File: src/rtl/consumer.sv
// Dual-channel receiver: each input channel is buffered in its own FIFO and the two
// FIFOs are merged onto one output stream by round-robin arbitration with a grant lock.
`ifndef ADDRESS_WIDTH
`define ADDRESS_WIDTH 32
`endif
`ifndef ID_WIDTH
`define ID_WIDTH 8
`endif

module consumer #(
    parameter int ADDR_W = `ADDRESS_WIDTH,
    parameter int ID_W   = `ID_WIDTH,
    parameter int DEPTH  = 4
) (
    input  logic              clk,
    input  logic              reset,
    input  logic [ADDR_W-1:0] in_address_1,
    input  logic [ID_W-1:0]   in_id_1,
    input  logic              in_valid_1,
    output logic              out_stall_1,
    input  logic [ADDR_W-1:0] in_address_2,
    input  logic [ID_W-1:0]   in_id_2,
    input  logic              in_valid_2,
    output logic              out_stall_2,
    output logic [ADDR_W-1:0] out_address,
    output logic [ID_W-1:0]   out_id,
    output logic              out_channel,
    output logic              out_valid,
    input  logic              in_ready
);
    localparam int PTR_W = $clog2(DEPTH);
    localparam int CNT_W = PTR_W + 1;
    localparam logic [CNT_W-1:0] FULL = CNT_W'(DEPTH);

    logic [ADDR_W-1:0] addr_mem [2][DEPTH];
    logic [ID_W-1:0]   id_mem   [2][DEPTH];

    logic [PTR_W-1:0] wptr_q [2];
    logic [PTR_W-1:0] wptr_d [2];
    logic [PTR_W-1:0] rptr_q [2];
    logic [PTR_W-1:0] rptr_d [2];
    logic [CNT_W-1:0] cnt_q  [2];
    logic [CNT_W-1:0] cnt_d  [2];
    logic             last_q, last_d;
    logic             lock_q, lock_d;
    logic             lock_ch_q, lock_ch_d;

    logic [1:0]        in_valid;
    logic [ADDR_W-1:0] in_addr [2];
    logic [ID_W-1:0]   in_id   [2];
    logic [1:0]        nonempty;
    logic [1:0]        push;
    logic [1:0]        pop;
    logic              grant;
    logic              pop_any;

    assign in_valid   = {in_valid_2, in_valid_1};
    assign in_addr[0] = in_address_1;
    assign in_addr[1] = in_address_2;
    assign in_id[0]   = in_id_1;
    assign in_id[1]   = in_id_2;

    // Stall depends on registered counts only, so the producer never sees a loop.
    assign out_stall_1 = (cnt_q[0] == FULL);
    assign out_stall_2 = (cnt_q[1] == FULL);

    always_comb begin
        nonempty = '0;
        push     = '0;
        for (int k = 0; k < 2; k++) begin
            nonempty[k] = (cnt_q[k] != '0);
            push[k]     = in_valid[k] & (cnt_q[k] != FULL);
        end

        // A presented-but-unaccepted entry keeps its grant until it is popped.
        if (lock_q)
            grant = lock_ch_q;
        else if (nonempty == 2'b11)
            grant = ~last_q;
        else
            grant = nonempty[1];

        pop_any = (|nonempty) & in_ready;
        pop     = '0;
        for (int k = 0; k < 2; k++) begin
            pop[k]    = pop_any & (grant == 1'(k));
            wptr_d[k] = wptr_q[k] + PTR_W'(push[k]);
            rptr_d[k] = rptr_q[k] + PTR_W'(pop[k]);
            cnt_d[k]  = cnt_q[k] + CNT_W'(push[k]) - CNT_W'(pop[k]);
        end

        last_d    = pop_any ? grant : last_q;
        lock_d    = (|nonempty) & ~in_ready;
        lock_ch_d = grant;
    end

    always_ff @(posedge clk or negedge reset) begin
        if (!reset) begin
            for (int k = 0; k < 2; k++) begin
                wptr_q[k] <= '0;
                rptr_q[k] <= '0;
                cnt_q[k]  <= '0;
            end
            last_q    <= 1'b1;
            lock_q    <= 1'b0;
            lock_ch_q <= 1'b0;
        end else begin
            for (int k = 0; k < 2; k++) begin
                wptr_q[k] <= wptr_d[k];
                rptr_q[k] <= rptr_d[k];
                cnt_q[k]  <= cnt_d[k];
            end
            last_q    <= last_d;
            lock_q    <= lock_d;
            lock_ch_q <= lock_ch_d;
        end
    end

    // Storage needs no reset: counts gate every read.
    always_ff @(posedge clk) begin
        for (int k = 0; k < 2; k++) begin
            if (push[k]) begin
                addr_mem[k][wptr_q[k]] <= in_addr[k];
                id_mem[k][wptr_q[k]]   <= in_id[k];
            end
        end
    end

    assign out_valid   = |nonempty;
    assign out_channel = out_valid ? grant : 1'b0;
    assign out_address = out_valid ? addr_mem[grant][rptr_q[grant]] : '0;
    assign out_id      = out_valid ? id_mem[grant][rptr_q[grant]] : '0;

endmodule

File: config.mk
export PLATFORM = sky130hd
export DESIGN_NAME = consumer
export DESIGN_NICKNAME = d
export VERILOG_FILES = /design/src/rtl/consumer.sv
export SDC_FILE = /design/constraint.sdc
export NUM_CORES = 1
export LEC_CHECK = 0
export BUFFER_PORTS_ARGS = -buffer_cell sky130_fd_sc_hd__buf_2
export CAP_MARGIN = 20
export CORE_MARGIN = 2
export CORE_UTILIZATION = 43
export CTS_CLUSTER_DIAMETER = 120
export DETAILED_ROUTE_END_ITERATION = 7
export PLACE_DENSITY = 0.69
export SETUP_SLACK_MARGIN = 0.02
export SYNTH_ARGS = -nofsm -noshare
export SYNTH_HDL_FRONTEND = slang
export SYNTH_SLANG_ARGS = --single-unit
export TNS_END_PERCENT = 30
File: constraint.sdc
create_clock -name clk -period 4.1 [get_ports clk]
set_input_delay 0.82 -clock clk [delete_from_list [all_inputs] [get_ports clk]]
set_output_delay 0.82 -clock clk [all_outputs]
set_load 0.05 [all_outputs]
# Word-level counts from Yosys, hierarchy flattened
# Memories as Yosys holds them, arrays and structs flattened.
# Cells that the tools add are included.
# totals
reg_bits	17
inputBits	85
mem_count	2
ramBits	320
out_inout_bits	44
# mem_list
memory	depth	word_bits	read_ports	rd_ports_with_merged_regs	wr	line	rtl
addr_mem	2	128	1	0	2	35	logic [ADDR_W-1:0] addr_mem [2][DEPTH];
id_mem	2	32	1	0	2	36	logic [ID_W-1:0] id_mem [2][DEPTH];
# classes
reduce_logical	5
n_bitwise	13
n_lt_le_gt_ge	6
muxes	28
eq_ne	5
add_sub_neg	8
# op_table
op	n
two-way mux 128 bit	2
two-way mux 32 bit	7
demux 32 bit (select 2 bit)	2
binary-select mux 32 bit (select 2 bit)	1
two-way mux 8 bit	5
demux 8 bit (select 2 bit)	2
binary-select mux 8 bit (select 2 bit)	1
greater-or-equal comparator 3 bit (second input constant)	3
NOT 2 -> 3 bit	3
adder 2 x 1 -> 2 bit	4
adder 3 x 1 -> 3 bit	2
bitwise AND 1 bit	6
equality test 3 bit (second input constant)	2
less-than comparator 3 x 1 -> 1 bit (second input constant)	2
two-way mux 2 bit	3
!= test 3 bit (second input constant)	2
nonzero test 3 bit	2
subtractor 3 x 1 -> 3 bit	2
two-way mux 1 bit	5
NOT 1 bit	3
equality test 2 bit (second input constant)	1
greater-or-equal comparator 2 bit (second input constant)	1
logical AND 1 bit	2
NOT 1 -> 2 bit	1
OR reduction 2 bit	1

# Depth between registers and ports, before layout
# logic_depth
word_depth	13
mapped_depth	10
ltp_nobuf	9

# Worst setup path before layout
# No wires, ideal clock.
# synth_path
path_kind	flip-flop to flip-flop
from	register cnt_q[5] (netlist bit)
to	memory addr_mem[0][32] (netlist bit), enable pin
synth_period_minus_slack_ns	4.493
stages_incl_launch_ff	4
slack_ns	-0.393
arrival_time_ns	3.998
required_time_ns	3.604
n_path_buf	0
cell_sequence	dfrtp_1 nor3b_1 nand2b_1 nor3b_1
# synth_rtl
item	line	rtl
from (decl)	42	logic [CNT_W-1:0] cnt_q [2];
from (signal, indexed assignment)	111	cnt_q[k] <= cnt_d[k];
to (decl)	35	

# Final worst setup path
# layout_path
from	register cnt_q[4] (netlist bit)
to	output out_address[20]
# layout_between
elab_chain_cells	13
elab_cells_between_ends	15
classes_between	eq/ne: 1; mux: 9; bitwise: 2; reduce/logical: 2; memory: 1
# layout_lines
item	line	rtl
nonzero test 3 bit *	71	nonempty[k] = (cnt_q[k] != '0);
equality test 2 bit	78	else if (nonempty == 2'b11)
two-way mux 1 bit	78	
two-way mux 1 bit	76	if (lock_q)
NOT 1 -> 2 bit (not written as such)	131	assign out_address = out_valid ? addr_mem[grant][rptr_q[grant]] : '0;
two-way mux 2 bit (not written as such) (3 in a row)	131	
NOT 2 -> 3 bit (not written as such)	131	
binary-select mux 32 bit (select 2 bit)	131	
two-way mux 32 bit (not written as such) (2 in a row)	131	
two-way mux 32 bit *	131	
to (decl)	25	output logic [ADDR_W-1:0] out_address,
# Every way passes the cells marked *; elsewhere a longest branch is shown, timed or not. The select of a mux whose other input is x is not followed.

==> impl_metrics.yaml <==
clocking:
  root_buffer: "clkbuf_16"
  cts_tree: "yes"
  clock_sinks: 337
  numCtsBuffers: 37
  hold_buffers: 0
  path_clk_slew_ns: 0.06
  cts_resized: 0
  clk_latency_ns: 0.51
  cts_setup_buffers: 0
  cts_max_level: 2
  cts_buffer_depth: 3
min_path:
  hold_class: "in -> async"
sta:
  tightest_slew_ns: 0.913
  final_hold_viol_count: 0
  setup_violations: 0
  post-route-period-util: 0.905
  relSlewSlack: 0.391
  rsz0062_at_grt: "false"
  maxSlewViolCount: 0
  min_period_ns: 3.71
  skew_ns: 0.0209
  max_freq_mhz: 269
floorplanning:
  core_um2: 29600
  core.rowCount: 63
  start_util: 0.436
  io_pins: 129
  die_x_um: 177
  die-height_um: 177
  design.die.area_um2: 31400
power:
  p_sw_uw: 4860
  power.density_nw_per_um2: 844
  seqPwrFrac: 0.390
  clock_power_share: 0.254
  p_int_uw: 8130
  p_leak_uw: 0.00533
  switching_share: 0.374
  ir_drop_mv: 0.697
  pwr-share-comb: 0.357
logic_synthesis:
  syn_inst: 628
  yosysUniqueCellTypes: 27
  yosysTopAreaCell: "edfxtp_1"
  yosys-top-cells-area: "edfxtp_1 (75%), mux4_2 (14%), dfrtp_1 (3.1%), nand2_1 (2.6%), a21oi_1 (1.6%)"
  syn_nets: 719
  syn_avg_cell_area_um2: 20.5
  ys_warn_count: 0
  ys_ff_latch: 337
  synth_top_area_frac: 0.745
  ys_seq_area_frac: 0.778
  syn_area_um2: 12900
grt:
  grt_max_degree: 44
  gr-total-overflow: 0
  grt_pass1_wl_um: 40200
  antenna_found_initial: 7
  track_usage: 0.174
  grt_pass1_vias: 6817
drt:
  vias: 6377
  drtPass1Iterations: 5
  postRouteAntennaNets: 0
  wire_per_inst_um: 22.1
  drc: 0
  viasPerCell: 5.29
  drt_iter0_markers: 413
  routed_wl_um: 26600
place:
  dp.cells: 1134
  gp_congestion: 0.730
  dp_hpwl_um: 16600
  portBuffers: 128
  postPlaceCellArea_um2: 14200
cells_and_area:
  instances_no_fill: 1205
  final_area_um2: 15400
  area_delta_synth_final_pct: 19.4
  drive_above_1_share: 0.377
  fin_nets: 874
worst_setup_path:
  cp_data_arrival_time_ns: 2.89
  critPathMaxStageDelay_ns: 0.59
  crit_slowest_cell: "inv_2"
  required_ns: 3.28
  cp_cell_sequence: "o31ai_1 > o211ai_4 > inv_2 > buf_4 > nand2_1 > a21oi_1 > buf_2"
  criticalPathCategory: "reg -> out"
  cp_max_fo: 40
  endpoint_kind: "output pin"
  startpoint_type: "flop"
run:
  drv_cap: 0
outcome:
  status: "completed"
## placed cells by master, fill, tap and decap left out, types with 3 or more instances in the layout
cell type    n
inv_1        4
dfrtp_1     12
nand2_1     88
nand2b_1     3
clkinv_1     5
xnor2_1      4
mux4_2      80
buf_4       17
diode_2      4
xor2_1       8
bufinv_16    4
clkinv_2    11
nor2_1       3
buf_12       4
a21oi_1     40
nor2_4       3
ha_1         4
edfxtp_1   320
buf_2      128
clkbuf_16   38
clkinv_4     3
## power by group through the flow
stage | combinational (uW) | clock (uW) | sequential [uW]
6_report | 4640 | 3300 | 5060
5_1_grt | 4940 | 3490 | 5150
4_1_cts | 4720 | 3360 | 5090
3_5_place_dp | 4690 | 0 | 5160
3_3_place_gp | 4670 | 0 | 5120
2_1_floorplan | 3670 | 0 | 4800
## cell usage after synthesis
cell and number:
buf_2 12, dfstp_2 1, and2_1 1, a21o_1 1, clkbuf_1 20, o31ai_1 1, dfrtp_1 16, nor2_1 6
mux4_2 80, nor3b_1 2, xor2_1 8, nor4_4 1, inv_2 2, nand2b_1 3, inv_1 4, buf_1 1
or4_1 1, nor3_1 4, edfxtp_1 320, ha_1 4, and3_1 4, nand2_1 88, xnor2_1 4, a21oi_1 40
fa_1 2, o211ai_2 1, or3_1 1
## layer usage
metal  up-vias  GRT usage  share of wire
met5         -          0         0.0013
met4         6     0.0455          0.020
met3        47     0.0384          0.061
met2       191      0.302           0.50
met1      3297      0.223           0.41
li1       2836          -              -
## final cells by class
class                      instances  area, um^2
fill                            2372       14200
sequential                       337       10000
multi-input combinational        252        2750
clock buffer                      40         958
timing repair buffer             149         848
tap                              390         488
clock inverter                    27         272
inverter                           6        22.5
antenna                            4        10.0
## worst paths after layout
path / start / to / slack, ns / depth (start not counted)
min in group clk: in_address_1[0] / addr_mem[0][64] / 0.51 / 1
worst max-delay path: cnt_q[4] / out_address[20] / 0.39 / 7
worst min register to register: last_q / last_q / 0.52 / 1
max in group asynchronous: reset / rptr_q[2] / 3.55 / 1
worst min-delay path: reset / wptr_q[0] / 0.23 / 1
worst max register to register: cnt_q[2] / cnt_q[5] / 1.01 / 9
## worst max-delay path: cells and delay by family (launching register included)
| kind | cells | cell delay [ns] |
|---|---|---|
| buffers and inverters | 3 | 1.15 |
| AO/OA/AOI/OAI | 3 | 0.73 |
| flip-flops | 1 | 0.42 |
| AND/OR/NAND/NOR | 1 | 0.06 |
## kinds of logic after synthesis
family          synth area share
simple gates              0.0367
compound gates            0.0177
xor+xnor                 0.00815
mux                        0.140
flops                      0.778
buf+inv                   0.0125
fa+ha+maj                0.00699
## sequential cells by signal, indices dropped and copies added, names as in the netlist
register / cells
id_mem: 64
lock_q: 1
wptr_q: 4
rptr_q: 4
last_q: 1
addr_mem: 256
cnt_q: 6
lock_ch_q: 1
## stage by stage
step,TNS [ns],hold WS (ns),total power [uW],utilization,worst slack (ns)
global route,0,0.250,13600,0.521,0.206
floorplan,-14.96,0.474,8470,-,-0.228
CTS,0,0.219,13200,0.521,0.321
global placement,0,0.497,9780,0.479,0.922
finish,0,0.229,13000,0.521,0.388
detailed placement,0,0.509,9850,0.479,0.894
Power figures use the tool's default switching activity.
